`config.mk`:
```
export PLATFORM = sky130hd
export DESIGN_NAME = kf_frame_sequencer_flat
export DESIGN_NICKNAME = d
export VERILOG_FILES = /design/src/rtl/kf_frame_sequencer_if.sv /design/src/rtl/kf_frame_sequencer.sv /design/src/flat_wrapper.sv
export SDC_FILE = /design/constraint.sdc
export NUM_CORES = 1
export LEC_CHECK = 0
export ABC_AREA = 1
export CAP_MARGIN = 10
export CELL_PAD_IN_SITES_DETAIL_PLACEMENT = 1
export CELL_PAD_IN_SITES_GLOBAL_PLACEMENT = 2
export CORE_ASPECT_RATIO = 0.75
export CORE_MARGIN = 3
export CORE_UTILIZATION = 32
export CTS_CLUSTER_DIAMETER = 80
export DETAILED_ROUTE_END_ITERATION = 8
export HOLD_SLACK_MARGIN = 0.08
export PLACE_DENSITY = 0.76
export SETUP_SLACK_MARGIN = 0.02
export SYNTH_ARGS = -nofsm -noshare
export SYNTH_HDL_FRONTEND = slang
export SYNTH_SLANG_ARGS = --single-unit
export TNS_END_PERCENT = 100
```
`constraint.sdc`:
```
create_clock -name clk -period 4.2 [get_ports clk]
set_input_delay 0.84 -clock clk [delete_from_list [all_inputs] [get_ports clk]]
set_output_delay 0.84 -clock clk [all_outputs]
set_load 0.05 [all_outputs]
```
`src/rtl/kf_frame_sequencer_if.sv`:
```
// kf_frame_sequencer_if
// Groups every non-clock signal of the Kalman frame sequencer.
//   s_*    : measurement pair stream into the sequencer (valid/ready)
//   init_* : initial state load, honoured only while the sequencer is idle
//   kf_*   : frame handshake with the 2-state Kalman core
//   m_*    : result stream out of the sequencer (valid/ready) with seq number
//   busy   : a frame is in flight
//   err    : sticky watchdog error
// Modports: slave = the sequencer, master = its environment.
interface kf_frame_sequencer_if #(
  parameter int N     = 16,
  parameter int SEQ_W = 8
);
  logic                s_valid;
  logic                s_ready;
  logic signed [N-1:0] s_z00;
  logic signed [N-1:0] s_z10;

  logic                init_load;
  logic signed [N-1:0] init_x00;
  logic signed [N-1:0] init_x10;

  logic                kf_start;
  logic signed [N-1:0] kf_z00_meas;
  logic signed [N-1:0] kf_z10_meas;
  logic signed [N-1:0] kf_x00_prev;
  logic signed [N-1:0] kf_x10_prev;
  logic                kf_done;
  logic signed [N-1:0] kf_x00_post;
  logic signed [N-1:0] kf_x10_post;

  logic                m_valid;
  logic                m_ready;
  logic signed [N-1:0] m_x00;
  logic signed [N-1:0] m_x10;
  logic [SEQ_W-1:0]    m_seq;

  logic                busy;
  logic                err;

  modport slave (
    input  s_valid, s_z00, s_z10,
    output s_ready,
    input  init_load, init_x00, init_x10,
    output kf_start, kf_z00_meas, kf_z10_meas, kf_x00_prev, kf_x10_prev,
    input  kf_done, kf_x00_post, kf_x10_post,
    output m_valid, m_x00, m_x10, m_seq,
    input  m_ready,
    output busy, err
  );

  modport master (
    output s_valid, s_z00, s_z10,
    input  s_ready,
    output init_load, init_x00, init_x10,
    input  kf_start, kf_z00_meas, kf_z10_meas, kf_x00_prev, kf_x10_prev,
    output kf_done, kf_x00_post, kf_x10_post,
    input  m_valid, m_x00, m_x10, m_seq,
    output m_ready,
    input  busy, err
  );
endinterface

```
`src/rtl/kf_frame_sequencer.sv`:
```
// kf_frame_sequencer
// Upstream frame sequencer for the 2-state Kalman filter core. Measurement
// pairs are buffered in a small FIFO; each one launches a filter frame with a
// one-cycle kf_start. Measurements and previous state are held for the whole
// frame, the posterior is fed back as the next frame's previous state and is
// also presented on the result stream with a frame sequence number.
// Ports:
//   clk, rst_n : clock, asynchronous active-low reset
//   bus        : kf_frame_sequencer_if.slave (s_*, init_*, kf_*, m_*, busy, err)
module kf_frame_sequencer #(
  parameter int N       = 16,
  parameter int DEPTH   = 4,
  parameter int SEQ_W   = 8,
  parameter int TIMEOUT = 40
) (
  input  logic                clk,
  input  logic                rst_n,
  kf_frame_sequencer_if.slave bus
);

  localparam int               AW         = $clog2(DEPTH);
  localparam int               WD_W       = $clog2(TIMEOUT + 1);
  localparam logic [AW:0]      FULL_COUNT = (AW + 1)'(DEPTH);
  localparam logic [WD_W-1:0]  WD_LAST    = WD_W'(TIMEOUT - 1);

  typedef enum logic [1:0] {
    IDLE = 2'd0,
    BUSY = 2'd1,
    COOL = 2'd2
  } state_t;

  state_t state_q, state_d;

  logic signed [N-1:0] fifo_z00 [DEPTH];
  logic signed [N-1:0] fifo_z10 [DEPTH];
  logic [AW:0]         wr_ptr, rd_ptr, fifo_count, fifo_count_next;
  logic                fifo_empty, push, pop;
  logic                s_ready_q;

  logic                launch, done_take, timeout_hit;
  logic [WD_W-1:0]     wd_cnt;
  logic [SEQ_W-1:0]    seq;
  logic                kf_start_q;
  logic signed [N-1:0] z00_q, z10_q, x00_prev_q, x10_prev_q;
  logic signed [N-1:0] m_x00_q, m_x10_q;
  logic [SEQ_W-1:0]    m_seq_q;
  logic                m_valid_q, err_q;

  // Pointers carry one extra wrap bit so full and empty are distinguishable.
  assign push            = bus.s_valid && s_ready_q;
  assign pop             = launch;
  assign fifo_count      = wr_ptr - rd_ptr;
  assign fifo_empty      = (fifo_count == '0);
  assign fifo_count_next = fifo_count + (AW + 1)'(push) - (AW + 1)'(pop);

  // FIFO storage needs no reset: flushing is done by the pointers.
  always_ff @(posedge clk) begin
    if (push) begin
      fifo_z00[wr_ptr[AW-1:0]] <= bus.s_z00;
      fifo_z10[wr_ptr[AW-1:0]] <= bus.s_z10;
    end
  end

  // s_ready is registered from the post-edge occupancy, so it never sees
  // m_ready combinationally even though a pop depends on it.
  always_ff @(posedge clk or negedge rst_n) begin
    if (!rst_n) begin
      wr_ptr    <= '0;
      rd_ptr    <= '0;
      s_ready_q <= 1'b1;
    end else begin
      if (push) begin
        wr_ptr <= wr_ptr + (AW + 1)'(1);
      end
      if (pop) begin
        rd_ptr <= rd_ptr + (AW + 1)'(1);
      end
      s_ready_q <= (fifo_count_next != FULL_COUNT);
    end
  end

  always_ff @(posedge clk or negedge rst_n) begin
    if (!rst_n) begin
      state_q <= IDLE;
    end else begin
      state_q <= state_d;
    end
  end

  // Launch waits for a free result slot so every kf_done can be captured.
  // A done on the final watchdog cycle still counts as a good frame.
  always_comb begin
    state_d     = state_q;
    launch      = 1'b0;
    done_take   = 1'b0;
    timeout_hit = 1'b0;
    case (state_q)
      IDLE: begin
        if (!fifo_empty && !bus.init_load && (!m_valid_q || bus.m_ready)) begin
          launch  = 1'b1;
          state_d = BUSY;
        end
      end
      BUSY: begin
        if (bus.kf_done) begin
          done_take = 1'b1;
          state_d   = COOL;
        end else if (wd_cnt == WD_LAST) begin
          timeout_hit = 1'b1;
          state_d     = COOL;
        end
      end
      COOL: begin
        state_d = IDLE;
      end
      default: begin
        state_d = IDLE;
      end
    endcase
  end

  // Frame datapath: held measurements, previous state, watchdog and sequence.
  always_ff @(posedge clk or negedge rst_n) begin
    if (!rst_n) begin
      kf_start_q <= 1'b0;
      z00_q      <= '0;
      z10_q      <= '0;
      x00_prev_q <= '0;
      x10_prev_q <= '0;
      wd_cnt     <= '0;
      seq        <= '0;
      err_q      <= 1'b0;
    end else begin
      kf_start_q <= launch;
      if (launch) begin
        z00_q  <= fifo_z00[rd_ptr[AW-1:0]];
        z10_q  <= fifo_z10[rd_ptr[AW-1:0]];
        wd_cnt <= '0;
      end else if (state_q == BUSY) begin
        wd_cnt <= wd_cnt + WD_W'(1);
      end
      if (state_q == IDLE && bus.init_load) begin
        x00_prev_q <= bus.init_x00;
        x10_prev_q <= bus.init_x10;
      end
      if (done_take) begin
        x00_prev_q <= bus.kf_x00_post;
        x10_prev_q <= bus.kf_x10_post;
        seq        <= seq + SEQ_W'(1);
      end
      if (timeout_hit) begin
        err_q <= 1'b1;
      end
    end
  end

  // Result stream: a new result always lands in a free slot (see launch).
  always_ff @(posedge clk or negedge rst_n) begin
    if (!rst_n) begin
      m_valid_q <= 1'b0;
      m_x00_q   <= '0;
      m_x10_q   <= '0;
      m_seq_q   <= '0;
    end else begin
      if (done_take) begin
        m_valid_q <= 1'b1;
        m_x00_q   <= bus.kf_x00_post;
        m_x10_q   <= bus.kf_x10_post;
        m_seq_q   <= seq;
      end else if (m_valid_q && bus.m_ready) begin
        m_valid_q <= 1'b0;
      end
    end
  end

  assign bus.s_ready     = s_ready_q;
  assign bus.kf_start    = kf_start_q;
  assign bus.kf_z00_meas = z00_q;
  assign bus.kf_z10_meas = z10_q;
  assign bus.kf_x00_prev = x00_prev_q;
  assign bus.kf_x10_prev = x10_prev_q;
  assign bus.m_valid     = m_valid_q;
  assign bus.m_x00       = m_x00_q;
  assign bus.m_x10       = m_x10_q;
  assign bus.m_seq       = m_seq_q;
  assign bus.busy        = (state_q != IDLE);
  assign bus.err         = err_q;

endmodule
```
`src/flat_wrapper.sv`:
```
// flat-port wrapper written by rule: the top's interface ports become plain ports
module kf_frame_sequencer_flat 
#(
  parameter int N       = 16,
  parameter int DEPTH   = 4,
  parameter int SEQ_W   = 8,
  parameter int TIMEOUT = 40
)
  (clk, rst_n, bus_s_valid, bus_s_z00, bus_s_z10, bus_s_ready, bus_init_load, bus_init_x00, bus_init_x10, bus_kf_start, bus_kf_z00_meas, bus_kf_z10_meas, bus_kf_x00_prev, bus_kf_x10_prev, bus_kf_done, bus_kf_x00_post, bus_kf_x10_post, bus_m_valid, bus_m_x00, bus_m_x10, bus_m_seq, bus_m_ready, bus_busy, bus_err);
  kf_frame_sequencer_if #(.N(N), .SEQ_W(SEQ_W)) bus_i ();
  input  logic clk;
  input  logic rst_n;
  input wire logic [$bits(bus_i.s_valid)-1:0] bus_s_valid;
  input wire logic [$bits(bus_i.s_z00)-1:0] bus_s_z00;
  input wire logic [$bits(bus_i.s_z10)-1:0] bus_s_z10;
  output wire logic [$bits(bus_i.s_ready)-1:0] bus_s_ready;
  input wire logic [$bits(bus_i.init_load)-1:0] bus_init_load;
  input wire logic [$bits(bus_i.init_x00)-1:0] bus_init_x00;
  input wire logic [$bits(bus_i.init_x10)-1:0] bus_init_x10;
  output wire logic [$bits(bus_i.kf_start)-1:0] bus_kf_start;
  output wire logic [$bits(bus_i.kf_z00_meas)-1:0] bus_kf_z00_meas;
  output wire logic [$bits(bus_i.kf_z10_meas)-1:0] bus_kf_z10_meas;
  output wire logic [$bits(bus_i.kf_x00_prev)-1:0] bus_kf_x00_prev;
  output wire logic [$bits(bus_i.kf_x10_prev)-1:0] bus_kf_x10_prev;
  input wire logic [$bits(bus_i.kf_done)-1:0] bus_kf_done;
  input wire logic [$bits(bus_i.kf_x00_post)-1:0] bus_kf_x00_post;
  input wire logic [$bits(bus_i.kf_x10_post)-1:0] bus_kf_x10_post;
  output wire logic [$bits(bus_i.m_valid)-1:0] bus_m_valid;
  output wire logic [$bits(bus_i.m_x00)-1:0] bus_m_x00;
  output wire logic [$bits(bus_i.m_x10)-1:0] bus_m_x10;
  output wire logic [$bits(bus_i.m_seq)-1:0] bus_m_seq;
  input wire logic [$bits(bus_i.m_ready)-1:0] bus_m_ready;
  output wire logic [$bits(bus_i.busy)-1:0] bus_busy;
  output wire logic [$bits(bus_i.err)-1:0] bus_err;
  assign bus_i.s_valid = bus_s_valid;
  assign bus_i.s_z00 = bus_s_z00;
  assign bus_i.s_z10 = bus_s_z10;
  assign bus_s_ready = bus_i.s_ready;
  assign bus_i.init_load = bus_init_load;
  assign bus_i.init_x00 = bus_init_x00;
  assign bus_i.init_x10 = bus_init_x10;
  assign bus_kf_start = bus_i.kf_start;
  assign bus_kf_z00_meas = bus_i.kf_z00_meas;
  assign bus_kf_z10_meas = bus_i.kf_z10_meas;
  assign bus_kf_x00_prev = bus_i.kf_x00_prev;
  assign bus_kf_x10_prev = bus_i.kf_x10_prev;
  assign bus_i.kf_done = bus_kf_done;
  assign bus_i.kf_x00_post = bus_kf_x00_post;
  assign bus_i.kf_x10_post = bus_kf_x10_post;
  assign bus_m_valid = bus_i.m_valid;
  assign bus_m_x00 = bus_i.m_x00;
  assign bus_m_x10 = bus_i.m_x10;
  assign bus_m_seq = bus_i.m_seq;
  assign bus_i.m_ready = bus_m_ready;
  assign bus_busy = bus_i.busy;
  assign bus_err = bus_i.err;
  kf_frame_sequencer #(.N(N), .DEPTH(DEPTH), .SEQ_W(SEQ_W), .TIMEOUT(TIMEOUT)) u_core (.clk(clk), .rst_n(rst_n), .bus(bus_i));
endmodule
```
==> results.toml <==
[outcome]
status = "finished clean"

[power_and_ir_drop]
total_power_mw = 11.6
p_per_area_mw_per_mm2 = 850
p_leak_nw = 5.74
ir_drop_mv = 0.417

[global_route]
grt_overflow = 0
grt_pass1_wl_microns = 45500
antenna_found_initial = 2
grt_util_all_layers_pct = 16.9
grt_max_degree = 94
grt_pass1_vias = 7885

[placed_design]
dp_hpwl_microns = 18500
portBuffers = 210
place_congestion = 0.750
place_inst = 1566

[timing]
max_freq_mhz = 334
fin_crit_sh_pct = 71.3
slew_headroom_pct = 28.3
fin_tns_setup_ns = 0
tightest_slew_ns = 1.08
finalCriticalPeriod_ns = 3.00
finClkSkew_ns = 0.0105
rsz0062_at_grt = "no"
slew_viol_final = 0
hold_violations = 0
final-setup-viol-count = 0

[synth]
netlist_area_sq_mm = 0.0103
yosys_warnings = 0
synthArstFlopShare_pct = 50.4
yosysMostFrequentCell = "nand2_1"
synth_largest_area_cell = "edfxtp_1"
synth.avg_cell_area_sq_um = 10.5
synth_top_area_share_pct = 37.3
synth_edf_count = 128
netlist_top_cells_count = "nand2_1, nor2_1, dfrtp_1, edfxtp_1, o21ai_0"
synthDistinctLibCells = 28
postSynthCellCount = 985
synth.ff_latch_count = 258
yosysSeqAreaShare_pct = 68.8
synth_flop_cell = "dfrtp_1"
synth.area.top_cells = "edfxtp_1, dfrtp_1, nand2_1"
postSynthNetCount = 1099

[worst_hold_path]
hp-class = "input pin to async pin"

[final_layout]
diodes = 0
num-nets-final = 1303
instances_no_fill = 1616
nFillCells = 3504
layout-drive-gt1-share_pct = 5.70
syn2layout_area_growth_pct = 32.3

[worst_setup_path]
r2r-start = "u_core.wr_ptr[0]$_DFFE_PN0P_"
crit_fanout = 4
criticalPathCategory = "flip-flop to flip-flop"
worstPathRequired_ns = 4.67
r2r_end = "u_core.bus.s_ready$_DFF_PN1_"
crit_arrival_ns = 3.47
crit_path_cell_trace = "inv_1 -> ha_1 -> fa_1 -> nand2_1 -> inv_1 -> nand3_1 -> nand2_2 -> inv_2 -> ha_1 -> inv_1 -> ha_1 -> fa_1 -> xnor2_1 -> a21oi_1 -> nand3b_1"
worst_r2r_path_depth = 15
cp_slowest_stage_delay_ns = 0.58
worstSetupEndpointType = "flip-flop"
worstSetupStartpointType = "flip-flop"
cpLargestDelayFamily = "adder cells"
worst-path-buf-inv = 4
rrSetupSlack_ns = 1.20
worstSetupPathDepth = 15
crit_slowest_cell = "fa_1"

[clock_tree]
clkTransAtPathRegs_ns = 0.06
cts_resized = 0
cts_buffers = 27
cts_tree = "done"
clockBufferDepth = 3
clk_latency_ns = 0.55
root_buffer = "clkbuf_16"
cts.sinks = 258
hold_buffers = 0
htree_levels = 1
cts_setup_buffers = 0

[floorplan]
dieArea_sq_mm = 0.0344
die_h_microns = 161
rows = 56
start_util_pct = 32.7
core-area_sq_mm = 0.0315
die_w_microns = 213
ios = 211

[route]
vias_per_cell = 4.62
drt_first_pass_iters = 4
drt_iter0_drc = 442
drt-wirelength-per-cell_microns = 17.9
vias = 7464
post-route-drc-count = 0
ant_nets = 0
routed_wirelength_microns = 28900

[job]
maxCapViolCount = 0
[cell type report]
type | count | area (sq um) | share of cell area [%]
Timing Repair Buffer | 223 | 2210 | 16.2
Tap cell | 406 | 508 | 3.73
Inverter | 36 | 135 | 0.991
Clock inverter | 14 | 90.1 | 0.661
Sequential cell | 258 | 7100 | 52.1
Clock buffer | 36 | 739 | 5.42
Multi-Input combinational cell | 643 | 2850 | 20.9
[layout by cell type (no fill, tap or decap), types with 13 or more instances in the layout]
cell and instances:
nand3_1 13, edfxtp_1 128, dfrtp_1 128, a31oi_1 32
clkdlybuf4s50_1 209, inv_1 31, nand2_1 308, o21ai_0 79
clkbuf_16 27, nor2_1 170
[sequential cells by signal, summed over array words and instances, names as in the netlist, 6 cells and up]
signal / cells
u_core.bus.kf_x00_prev: 16
u_core.bus.kf_x10_prev: 16
u_core.bus.kf_z00_meas: 16
u_core.bus.kf_z10_meas: 16
u_core.bus.m_seq: 8
u_core.bus.m_x00: 16
u_core.bus.m_x10: 16
u_core.fifo_z00: 64
u_core.fifo_z10: 64
u_core.seq: 8
u_core.wd_cnt: 6
[how the worst max path moves through the flow]
stage	startpoint	end	slack (ns)
final	u_core.wr_ptr[0]$_DFFE_PN0P_	u_core.bus.s_ready$_DFF_PN1_	1.20
after global routing	u_core.wr_ptr[0]$_DFFE_PN0P_	u_core.bus.s_ready$_DFF_PN1_	0.96
after CTS	u_core.wr_ptr[0]$_DFFE_PN0P_	u_core.bus.s_ready$_DFF_PN1_	1.19
after detailed placement	bus_kf_done	u_core.seq[3]$_DFFE_PN0P_	1.12
after global placement	bus_kf_done	u_core.seq[3]$_DFFE_PN0P_	1.20
after floorplan	u_core.wr_ptr[0]$_DFFE_PN0P_	u_core.bus.s_ready$_DFF_PN1_	1.24
[per-stage QoR]
stage	utilization, %	setup WS (ns)	hold WS [ns]	cell area (sq um)
after floorplan	-	1.24	0.442	10300
after global placement	40.6	1.20	0.458	12800
after detailed placement	40.6	1.12	0.465	12800
after CTS	43.3	1.19	0.427	13600
after global routing	43.3	0.955	0.467	13600
final	43.3	1.20	0.388	13600
[power by group]
part | internal, mW | switching [mW] | total, mW
Sequential | 3.49 | 0.374 | 3.86
Clock | 1.29 | 0.997 | 2.29
Combinational | 1.66 | 3.78 | 5.44
Total | 6.44 | 5.15 | 11.6
[cells by family after synthesis]
| family | Yosys count | share of synthesized area, % |
|---|---|---|
| DFF | 258 | 68.8 |
| buffers and inverters | 84 | 3.80 |
| AOI/OAI and AO/OA | 114 | 5.95 |
| and+or+nand+nor | 509 | 19.1 |
| xor gates and xnor gates | 8 | 0.680 |
| adders and majority gates | 12 | 1.60 |
[metal layers]
metal	up-vias	wire length, microns	track usage, %
li1	3629	-	-
met1	3676	13300	22.9
met2	111	13600	27.4
met3	44	1340	4.14
met4	4	642	4.08
met5	-	34	0
Power figures use the tool's default switching activity.
